==> config.mk <==
export PLATFORM = sky130hd
export DESIGN_NAME = decimal_entry_flat
export DESIGN_NICKNAME = d
export VERILOG_FILES = /design/src/rtl/decimal_entry_pkg.sv /design/src/rtl/decimal_entry_if.sv /design/src/rtl/decimal_entry_key_edge_detect.sv /design/src/rtl/decimal_entry.sv /design/src/flat_wrapper.sv
export SDC_FILE = /design/constraint.sdc
export NUM_CORES = 1
export LEC_CHECK = 0
export BUFFER_PORTS_ARGS = -buffer_cell sky130_fd_sc_hd__buf_2
export CELL_PAD_IN_SITES_DETAIL_PLACEMENT = 0
export CELL_PAD_IN_SITES_GLOBAL_PLACEMENT = 1
export CORE_MARGIN = 8
export CORE_UTILIZATION = 41
export DETAILED_ROUTE_END_ITERATION = 7
export PLACE_DENSITY_LB_ADDON = 0.1
export RECOVER_POWER = 100
export SKIP_LAST_GASP = 1
export SLEW_MARGIN = 20
export SYNTH_ARGS = -nofsm -noshare
export SYNTH_HDL_FRONTEND = slang
export SYNTH_HIERARCHICAL = 1
export SYNTH_SLANG_ARGS = --single-unit
==> constraint.sdc <==
create_clock -name clk -period 6.55 [get_ports clk]
set_input_delay 1.31 -clock clk [delete_from_list [all_inputs] [get_ports clk]]
set_output_delay 1.31 -clock clk [all_outputs]
set_load 0.02 [all_outputs]
==> src/rtl/decimal_entry_pkg.sv <==
// rtl/decimal_entry_pkg.sv - shared types and keypad decode for decimal_entry
package decimal_entry_pkg;

    localparam int KEY_W = 10;

    typedef enum logic [1:0] {
        IDLE,
        ENTRY,
        FULL,
        COMMIT
    } state_t;

    // Keypad order is bit0=0, bit1=9 ... bit9=1; returns {hit, digit}, hit only when exactly one bit is set.
    function automatic logic [4:0] onehot_to_digit(input logic [KEY_W-1:0] k);
        logic [3:0] d;
        int         n;
        d = 4'd0;
        n = 0;
        for (int i = 0; i < KEY_W; i++) begin
            if (k[i]) begin
                n++;
                d = (i == 0) ? 4'd0 : 4'(10 - i);
            end
        end
        return {(n == 1), d};
    endfunction

endpackage

==> src/rtl/decimal_entry_if.sv <==
// rtl/decimal_entry_if.sv - keypad/button inputs and entry/commit outputs of decimal_entry
interface decimal_entry_if
    import decimal_entry_pkg::*;
#(
    parameter int DATA_W = 10,
    parameter int DIG_W  = 2
);
    logic [KEY_W-1:0]  key;
    logic              enter;
    logic              backspace;
    logic              clear;
    logic [DATA_W-1:0] entry;
    logic [DIG_W-1:0]  digits;
    logic [DATA_W-1:0] value;
    logic              valid;
    logic              err;

    modport master (
        output key, enter, backspace, clear,
        input  entry, digits, value, valid, err
    );

    modport slave (
        input  key, enter, backspace, clear,
        output entry, digits, value, valid, err
    );
endinterface

==> src/rtl/decimal_entry_key_edge_detect.sv <==
// rtl/decimal_entry_key_edge_detect.sv - registers inputs and emits one-cycle rising-edge pulses
module key_edge_detect #(
    parameter int W         = 1,
    parameter bit ZERO_PREV = 1'b0
) (
    input  logic         clk,
    input  logic         rst,
    input  logic [W-1:0] d,
    output logic [W-1:0] pulse
);
    logic [W-1:0] cur_q;
    logic [W-1:0] prev_q;

    always_ff @(posedge clk) begin
        if (rst) begin
            cur_q  <= '0;
            prev_q <= '0;
        end else begin
            cur_q  <= d;
            prev_q <= cur_q;
        end
    end

    // ZERO_PREV: the whole vector must have been idle, so a key held or slid onto never repeats.
    generate
        if (ZERO_PREV) begin : g_zero_prev
            assign pulse = (prev_q == '0) ? cur_q : '0;
        end else begin : g_bitwise
            assign pulse = cur_q & ~prev_q;
        end
    endgenerate
endmodule

==> src/rtl/decimal_entry.sv <==
// rtl/decimal_entry.sv - keypad decimal number entry with backspace, clear and commit
module decimal_entry
    import decimal_entry_pkg::*;
#(
    parameter int MAX_DIGITS = 3,
    parameter int DATA_W     = 10
) (
    input  logic           clk,
    input  logic           rst,
    decimal_entry_if.slave bus
);
    localparam int DIG_W = $clog2(MAX_DIGITS + 1);

    generate
        if ((1 << DATA_W) <= (10 ** MAX_DIGITS - 1)) begin : g_width_check
            $error("decimal_entry: DATA_W too small for MAX_DIGITS");
        end
    endgenerate

    logic [2:0]       btn_pulse;
    logic [KEY_W-1:0] key_pulse;
    logic             clear_ev;
    logic             enter_ev;
    logic             bs_ev;
    logic [4:0]       key_dec;
    logic             key_hit;
    logic [3:0]       key_digit;

    key_edge_detect #(.W(3), .ZERO_PREV(1'b0)) u_btn_edge (
        .clk   (clk),
        .rst   (rst),
        .d     ({bus.clear, bus.enter, bus.backspace}),
        .pulse (btn_pulse)
    );

    key_edge_detect #(.W(KEY_W), .ZERO_PREV(1'b1)) u_key_edge (
        .clk   (clk),
        .rst   (rst),
        .d     (bus.key),
        .pulse (key_pulse)
    );

    assign clear_ev  = btn_pulse[2];
    assign enter_ev  = btn_pulse[1];
    assign bs_ev     = btn_pulse[0];
    assign key_dec   = onehot_to_digit(key_pulse);
    assign key_hit   = key_dec[4];
    assign key_digit = key_dec[3:0];

    state_t            state_q, state_n;
    logic [DATA_W-1:0] entry_q, entry_n;
    logic [DIG_W-1:0]  digits_q, digits_n;
    logic [DATA_W-1:0] value_q, value_n;
    logic              valid_q, valid_n;
    logic              err_q, err_n;
    logic [DIG_W-1:0]  digits_inc;
    logic [DIG_W-1:0]  digits_dec;

    assign digits_inc = digits_q + DIG_W'(1);
    assign digits_dec = digits_q - DIG_W'(1);

    always_ff @(posedge clk) begin
        if (rst) begin
            state_q  <= IDLE;
            entry_q  <= '0;
            digits_q <= '0;
            value_q  <= '0;
            valid_q  <= 1'b0;
            err_q    <= 1'b0;
        end else begin
            state_q  <= state_n;
            entry_q  <= entry_n;
            digits_q <= digits_n;
            value_q  <= value_n;
            valid_q  <= valid_n;
            err_q    <= err_n;
        end
    end

    // One event per cycle, clear > enter > backspace > digit; losers are dropped.
    always_comb begin
        state_n  = state_q;
        entry_n  = entry_q;
        digits_n = digits_q;
        value_n  = value_q;
        valid_n  = 1'b0;
        err_n    = 1'b0;
        if (state_q == COMMIT) begin
            state_n = IDLE;
        end else if (clear_ev) begin
            state_n  = IDLE;
            entry_n  = '0;
            digits_n = '0;
        end else if (enter_ev) begin
            if (state_q == IDLE) begin
                err_n = 1'b1;
            end else begin
                state_n  = COMMIT;
                value_n  = entry_q;
                valid_n  = 1'b1;
                entry_n  = '0;
                digits_n = '0;
            end
        end else if (bs_ev) begin
            if (state_q == IDLE) begin
                err_n = 1'b1;
            end else begin
                entry_n  = entry_q / DATA_W'(10);
                digits_n = digits_dec;
                state_n  = (digits_dec == '0) ? IDLE : ENTRY;
            end
        end else if (key_hit) begin
            case (state_q)
                IDLE: begin
                    if (key_digit != 4'd0) begin
                        entry_n  = DATA_W'(key_digit);
                        digits_n = DIG_W'(1);
                        state_n  = (MAX_DIGITS == 1) ? FULL : ENTRY;
                    end
                end
                ENTRY: begin
                    entry_n  = DATA_W'(({4'b0, entry_q} << 3) + ({4'b0, entry_q} << 1)
                                       + (DATA_W + 4)'(key_digit));
                    digits_n = digits_inc;
                    state_n  = (digits_inc == DIG_W'(MAX_DIGITS)) ? FULL : ENTRY;
                end
                default: err_n = 1'b1;
            endcase
        end
    end

    assign bus.entry  = entry_q;
    assign bus.digits = digits_q;
    assign bus.value  = value_q;
    assign bus.valid  = valid_q;
    assign bus.err    = err_q;
endmodule

==> src/flat_wrapper.sv <==
// flat-port wrapper written by rule: the top's interface ports become plain ports
module decimal_entry_flat import decimal_entry_pkg::*;
#(
    parameter int MAX_DIGITS = 3,
    parameter int DATA_W     = 10
)
  (clk, rst, bus_key, bus_enter, bus_backspace, bus_clear, bus_entry, bus_digits, bus_value, bus_valid, bus_err);
  decimal_entry_if #(.DATA_W(DATA_W), .DIG_W(2)) bus_i ();
  input  logic clk;
  input  logic rst;
  input wire logic [$bits(bus_i.key)-1:0] bus_key;
  input wire logic [$bits(bus_i.enter)-1:0] bus_enter;
  input wire logic [$bits(bus_i.backspace)-1:0] bus_backspace;
  input wire logic [$bits(bus_i.clear)-1:0] bus_clear;
  output wire logic [$bits(bus_i.entry)-1:0] bus_entry;
  output wire logic [$bits(bus_i.digits)-1:0] bus_digits;
  output wire logic [$bits(bus_i.value)-1:0] bus_value;
  output wire logic [$bits(bus_i.valid)-1:0] bus_valid;
  output wire logic [$bits(bus_i.err)-1:0] bus_err;
  assign bus_i.key = bus_key;
  assign bus_i.enter = bus_enter;
  assign bus_i.backspace = bus_backspace;
  assign bus_i.clear = bus_clear;
  assign bus_entry = bus_i.entry;
  assign bus_digits = bus_i.digits;
  assign bus_value = bus_i.value;
  assign bus_valid = bus_i.valid;
  assign bus_err = bus_i.err;
  decimal_entry #(.MAX_DIGITS(MAX_DIGITS), .DATA_W(DATA_W)) u_core (.clk(clk), .rst(rst), .bus(bus_i));
endmodule
==> reports/metrics.csv, run 1 <==
stage,metric,value,unit
status,outcome,finished clean,
die,Ports,39,
sta,hold_ws,0.458,ns
grt,first-pass GRT wire length,18200,microns
sta,Setup TNS,0,ns
sta,Clock Skew,0.00975,ns
grt,largest net degree at the start of global routing,53,
grt,GRT met1 Usage,0.204,
logic_synthesis,top cell type by total area after synthesis,dfxtp_1,
setup_path,CP startpoint,u_core/u_key_edge/prev_q[9],
routing,Initial DRC Count,261,
cts,H-tree depth,2,
cts,"Hold-fix buffers, CTS",0,
sta,Slew HR,0.103,
final_layout,Final nets,603,
final_layout,fillcell total,1065,
logic_synthesis,Post-synth EDFFs,0,
sta,crit share post-route,0.959,
setup_path,Max stage delay on crit path,0.58,ns
sta,minimum clock period,6.28,ns
logic_synthesis,number of distinct library cells after synthesis,86,
grt,vias in the first global route,3673,
setup_path,CP required,6.80,ns
worst_hold_path,hold_sp,u_core/u_key_edge/cur_q[3],
die,die height,119,microns
placement,IO buf count,38,
logic_synthesis,Synth top area share,0.239,
cts,Max clock buf depth,2,
setup_path,Worst EP arrival,6.53,ns
final_layout,Layout Cells excl Fill,698,
cts,Worst-path clk slew,0.10,ns
logic_synthesis,register area share after synthesis,0.239,
logic_synthesis,Post-synth ARST share,0,
logic_synthesis,Synth area leaders,"dfxtp_1 24%, ha_1 7.2%, nor2_1 4.0%",
routing,DRT Pass-1 Iters,7,
cts,worst skew pair latency,0.31,ns
final_layout,ANT cells,0,
routing,WL final,11000,microns
logic_synthesis,synthesized net count,569,
final_layout,share of cells above drive strength 1,0.173,
routing,Avg Vias per Cell,5.52,
job,max cap viols,0,
grt,met3 GRT Util,0.0340,
routing,routed vias,3853,
cts,CTS tree,done,
grt,gr usage total,0.153,
sta,final hold viol count,0,
setup_path,buffers and inverters on the worst path,1,
worst_hold_path,Tightest Hold Check Type,reg -> reg,
die,die area,0.0142,sq mm
setup_path,Crit. End Element,register,
cts,Root Driver,clkbuf_8,
grt,gr ovfl total,0,
sta,fmax,0.159,GHz
power,VDD IR-drop max,0.105,mV
routing,Routed Antenna Nets,0,
grt,antenna violations before repair,0,
logic_synthesis,synthesized area,0.00436,sq mm
cts,Sink Count,52,
final_layout,Area Overhead vs Synth,14.6,%
die,core footprint,0.0103,sq mm
logic_synthesis,prevailing post-synth register cell,dfxtp_1,
final_layout,area of the multi-input gates,0.00319,sq mm
routing,wire per inst,15.8,microns
die,row count,37,
sta,Finish-stage setup viols,0,
grt,met2 usage,0.244,
setup_path,CP top delay family,adder cells,
setup_path,Crit Path Max Fanout,7,
die,die width,119,microns
final_layout,Final Util,0.484,
grt,busiest grt layer,met2,
logic_synthesis,Synth Area per Inst,8.27,sq um
die,Starting Density,0.422,
logic_synthesis,Mapped Cells,527,
setup_path,Crit Path Class,reg -> reg,
sta,worst slew pin tran,1.34,ns
logic_synthesis,Ys Warns,6,
setup_path,FF-to-FF Start,u_core/u_key_edge/prev_q[9],
sta,Slew Limit Fails,0,
cts,TritonCTS buffer count,5,
final_layout,sequential cell area,0.00104,sq mm
placement,Cells after DPL,682,
logic_synthesis,"FF+latch count, synth",52,
setup_path,slowest CP cell,or4_4,
routing,# DRC,0,
power,Power Dens Cells,177,mW/mm^2
power,leak pwr,1.98,nW
placement,global placement routability congestion,0.822,
setup_path,startpoint types,register,
setup_path,"most used cell, CP",ha_4,
placement,DP Wirelength,8010,microns
==> synth_stat cells (3+ instances only) <==
library cell	n
nor4_2	9
mux2i_1	17
or2_2	3
nand2b_1	14
o31ai_1	6
nand2_1	41
o21ai_0	18
ha_1	25
a21o_1	7
buf_2	6
o21bai_1	3
a211o_1	5
buf_1	3
nand4_1	5
a22oi_1	3
o311a_1	4
or3_1	3
nor3b_1	6
inv_1	32
mux2_2	3
xor2_1	7
a211oi_1	5
a21oi_1	24
dfxtp_1	52
o211ai_1	4
a2111o_1	3
o31a_1	3
buf_6	3
clkbuf_1	23
a31oi_1	5
o21a_1	5
o2bb2ai_1	4
nand3_1	7
nor3_1	14
nor2b_1	23
nor2_1	47
xnor2_1	15
and2_1	10
==> kinds of logic (layout without fill, tap and decap cells) <==
logic type                 after synthesis  in the layout  synth area share
and+or+nand+nor                        200            201             0.260
AOI/OAI and AO/OA                      126            126             0.221
buffers and inverters                   71            105            0.0692
DFF                                     52             52             0.239
adders and majority gates               29             29            0.0855
xor gates and xnor gates                28             28            0.0737
muxes                                   21             21            0.0519
==> final timing paths <==
path,endpoint,slack (ns),cells past startpoint
worst min register to register,u_core/u_key_edge/prev_q[3],0.46,2
worst max register to register,u_core/bus.entry[9],0.27,30
worst min-delay path,u_core/u_key_edge/prev_q[3],0.46,2
worst max-delay path,u_core/bus.entry[9],0.27,30
==> layer usage <==
layer,vias to the layer above,share of wire
met5,-,0
met4,0,0.015
met3,13,0.046
met2,68,0.46
met1,1820,0.48
li1,1952,-
==> cells in the final DEF (no fill, tap or decap), types with 7 or more instances in the layout <==
cell type	synthesis	final
clkbuf_1	23	25
nand2b_1	14	13
and2_1	10	10
nor3_1	14	14
o21ai_0	18	18
dfxtp_1	52	52
nor2_1	47	47
nand2_1	41	37
buf_4	1	20
a21oi_1	24	23
mux2i_1	17	17
xor2_1	7	7
xnor2_1	15	14
nor4_2	9	7
inv_1	32	31
ha_1	25	19
a21o_1	7	7
nor2b_1	23	23
buf_2	6	18
==> worst reg2reg max path: cells and delay by family (launching register included) <==
kind            cells  cell delay, ns
fa+ha+maj           8            2.02
simple gates        9            1.58
compound gates      4            0.86
mux                 4            0.82
xor+xnor            4            0.52
flops               1            0.31
buf+inv             1            0.08
==> flip-flops by register name, indices dropped and copies added (netlist names) <==
| signal | cells |
|---|---|
| u_core/bus.digits | 2 |
| u_core/bus.entry | 10 |
| u_core/bus.err | 1 |
| u_core/bus.valid | 1 |
| u_core/bus.value | 10 |
| u_core/state_q | 2 |
| u_core/u_btn_edge/cur_q | 3 |
| u_core/u_btn_edge/prev_q | 3 |
| u_core/u_key_edge/cur_q | 10 |
| u_core/u_key_edge/prev_q | 10 |
==> layout make-up <==
| class | count | area share |
|---|---|---|
| tap | 136 | 0.0341 |
| inverter | 34 | 0.0255 |
| clock buffer | 5 | 0.0138 |
| multi-input combinational | 405 | 0.638 |
| sequential | 52 | 0.208 |
| clock inverter | 3 | 0.0138 |
| timing repair buffer | 63 | 0.0669 |
==> stage by stage <==
stage / area, sq um / worst slack (ns) / power [mW]
after floorplan: 4370 / 0.0294 / 0.541
after global placement: 4690 / 0.161 / 0.589
after detailed placement: 4690 / -0.0672 / 0.596
after CTS: 4900 / 0.0571 / 0.871
after global routing: 5000 / -0.0774 / 0.939
final: 5000 / 0.266 / 0.886
==> timing repair <==
item / 4_1_cts / 5_1_grt
setup buffers: 3 / 4
gates resized for setup: 5 / 19
pin swaps: 9 / 14
gates cloned: 1 / 0
setup endpoints to repair: 12 / 15
==> power breakdown <==
part / internal (mW) / total [mW] / switching (mW)
registers: 0.330 / 0.344 / 0.0140
clock network: 0.154 / 0.264 / 0.110
logic: 0.117 / 0.278 / 0.161
No activity file was read; power rests on OpenSTA's default activity.
==> inputs of run 2 (changes only) <==
--- a/config.mk
+++ b/config.mk
@@ -8,6 +8,7 @@
 export BUFFER_PORTS_ARGS = -buffer_cell sky130_fd_sc_hd__buf_2
 export CELL_PAD_IN_SITES_DETAIL_PLACEMENT = 0
 export CELL_PAD_IN_SITES_GLOBAL_PLACEMENT = 1
+export CORE_ASPECT_RATIO = 1.25
 export CORE_MARGIN = 8
 export CORE_UTILIZATION = 41
 export DETAILED_ROUTE_END_ITERATION = 7
==> constraint.sdc (replaced) <==
create_clock -name clk -period 6.55 [get_ports clk]
set_input_delay 0.655 -clock clk [delete_from_list [all_inputs] [get_ports clk]]
set_output_delay 0.655 -clock clk [all_outputs]
set_load 0.02 [all_outputs]
==> run 2 against run 1 <==
  * Final area down 0.60%
  * Global-route usage up 0.29 points
  * Non-clock buffer count down 3
  * Highest routed layer unchanged
  * Hold slack worse by 0.00076 ns
  * Critical endpoint is now u_core/bus.entry[6]
==> reports/metrics.csv, run 2 (synthesis results as in run 1) <==
stage,metric,value,unit,change
power,total power,0.917,mW,was 0.886 mW
routing,DRT Pass-1 Iters,4,,was 7
setup_path,Crit Path Class,reg -> reg,,unchanged
routing,routed vias,3835,,"was 3,853"
power,internal power,0.632,mW,was 0.601 mW
power,leak pwr,1.96,nW,was 1.98 nW
setup_path,startpoint types,register,,unchanged
setup_path,Max stage delay on crit path,0.58,ns,about the same
sta,worst slew pin tran,1.39,ns,was 1.34 ns
cts,Max clock buf depth,2,,unchanged
power,Power Dens Cells,185,mW/mm^2,was 177 mW/mm^2
grt,first-pass GRT wire length,18400,microns,"was 18,200 microns"
grt,antenna violations before repair,0,,unchanged
routing,Avg Vias per Cell,5.55,,was 5.52
cts,worst skew pair latency,0.30,ns,was 0.31 ns
final_layout,ANT cells,0,,unchanged
die,Starting Density,0.417,,was 0.422
final_layout,share of cells above drive strength 1,0.165,,was 0.173
final_layout,"commonest non-fill, non-tap cell in the layout",dfxtp_1,,unchanged
placement,DP Wirelength,8100,microns,was 8010 microns
cts,CTS tree,done,,unchanged
routing,Routed Antenna Nets,0,,unchanged
cts,Root Driver,clkbuf_16,,was clkbuf_8
sta,final hold viol count,0,,unchanged
power,sequential cell fraction of total power,0.376,,was 0.388
setup_path,Crit. End Element,register,,unchanged
cts,Sink Count,52,,unchanged
final_layout,Layout Cells excl Fill,691,,was 698
placement,global placement routability congestion,0.782,,was 0.822
die,core footprint,0.0105,sq mm,was 0.0103 sq mm
status,outcome,finished clean,,unchanged
setup_path,CP required,6.78,ns,was 6.80 ns
final_layout,most frequent cells in the layout,"52 x dfxtp_1, 47 x nor2_1, 37 x nand2_1",,unchanged
setup_path,Worst EP arrival,6.48,ns,was 6.53 ns
setup_path,slowest CP cell,or4_4,,unchanged
routing,WL final,10900,microns,"was 11,000 microns"
die,row count,42,,was 37
grt,largest net degree at the start of global routing,53,,unchanged
die,die width,108,microns,was 119 microns
routing,# DRC,0,,unchanged
grt,met2 usage,0.286,,was 0.244
grt,GRT met1 Usage,0.178,,was 0.204
sta,Slew HR,0.0750,,was 0.103
placement,IO buf count,38,,unchanged
setup_path,buffers and inverters on the worst path,1,,unchanged
sta,crit share post-route,0.955,,was 0.959
job,max cap viols,0,,unchanged
final_layout,Final nets,600,,was 603
sta,fmax,0.160,GHz,was 0.159 GHz
power,Comb pwr share,0.287,,was 0.314
routing,Initial DRC Count,163,,was 261
die,die height,131,microns,was 119 microns
power,switching share of power,0.311,,was 0.322
grt,busiest grt layer,met2,,unchanged
setup_path,Crit Path Max Fanout,7,,unchanged
worst_hold_path,Tightest Hold Check Type,reg -> reg,,unchanged
sta,Slew Limit Fails,0,,unchanged
sta,Clock Skew,0.00364,ns,was 0.00975 ns
die,die area,0.0142,sq mm,about the same
final_layout,Area Overhead vs Synth,13.9,%,was 14.6%
power,VDD IR-drop max,0.105,mV,about the same
cts,TritonCTS buffer count,5,,unchanged
setup_path,CP top delay family,adder cells,,unchanged
sta,Finish-stage setup viols,0,,unchanged
die,Ports,39,,unchanged
power,Psw,0.285,mW,about the same
power,clock power share,0.338,,was 0.297
sta,minimum clock period,6.25,ns,was 6.28 ns
cts,Worst-path clk slew,0.07,ns,was 0.10 ns
cts,H-tree depth,2,,unchanged
grt,vias in the first global route,3777,,"was 3,673"
routing,wire per inst,15.8,microns,about the same
grt,gr ovfl total,0,,unchanged
grt,met3 GRT Util,0.0201,,was 0.0340
grt,gr usage total,0.156,,was 0.153
placement,Cells after DPL,677,,was 682
## run 2: changes by cell type in the layout (fill, tap and decap cells not counted), sizes merged
cell | before | now
buf | 38 | 35
bufinv | 2 | 1
clkbuf | 30 | 31
clkinv | 1 | 2
inv | 34 | 33
## run 2: final cells by class
type                       instances  area (sq um)
fill                            1078          5490
multi-input combinational        405          3140
sequential                        52          1040
timing repair buffer              60           312
tap                              132           165
clock buffer                       6           139
inverter                          34           128
clock inverter                     2          38.8
## run 2: per-stage QoR
stage / cell area [sq um] / setup slack, ns / setup TNS [ns] / utilization / hold WS [ns]
after floorplan: 4370 / 0.0294 / 0 / - / 0.430
after global placement: 4680 / 0.108 / 0 / 0.447 / 0.441
after detailed placement: 4680 / -0.115 / -0.741 / 0.447 / 0.449
after CTS: 4890 / 0.00167 / 0 / 0.468 / 0.459
after global routing: 4970 / -0.0119 / -0.0211 / 0.475 / 0.476
final: 4970 / 0.297 / 0 / 0.475 / 0.457
## run 2: routing by layer
metal  routed length, microns  part of all wire
met5                        0                 0
met4                      159             0.015
met3                      185             0.017
met2                     5800              0.53
met1                     4740              0.44
## run 2: what timing repair did
action,in CTS,in global routing
pin swaps,5,9
setup endpoints to repair,14,15
buffers inserted,2,3
hold endpoints to repair,0,0
resized for setup,3,17
gates cloned,1,0
hold buffers,0,0
## run 2: power by group through the flow
stage	clock (mW)	sequential [mW]	combinational, mW
2_1_floorplan	0	0.350	0.191
4_1_cts	0.317	0.345	0.248
3_5_place_dp	0	0.352	0.241
3_3_place_gp	0	0.352	0.236
6_report	0.310	0.344	0.263
5_1_grt	0.330	0.347	0.292
## run 2: worst min-delay path, stage by stage (launching register included)
cell and delay (ns):
dfxtp_1 0.30, inv_1 0.07, nor2_1 0.05
## run 2: final timing paths
path	start	end	slack [ns]	cells past startpoint
worst max-delay path	u_core/u_key_edge/prev_q[4]	u_core/bus.entry[6]	0.30	30
worst min-delay path	u_core/u_key_edge/cur_q[8]	u_core/u_key_edge/prev_q[8]	0.46	2
worst max register to register	u_core/u_key_edge/prev_q[4]	u_core/bus.entry[6]	0.30	30
worst min register to register	u_core/u_key_edge/cur_q[8]	u_core/u_key_edge/prev_q[8]	0.46	2
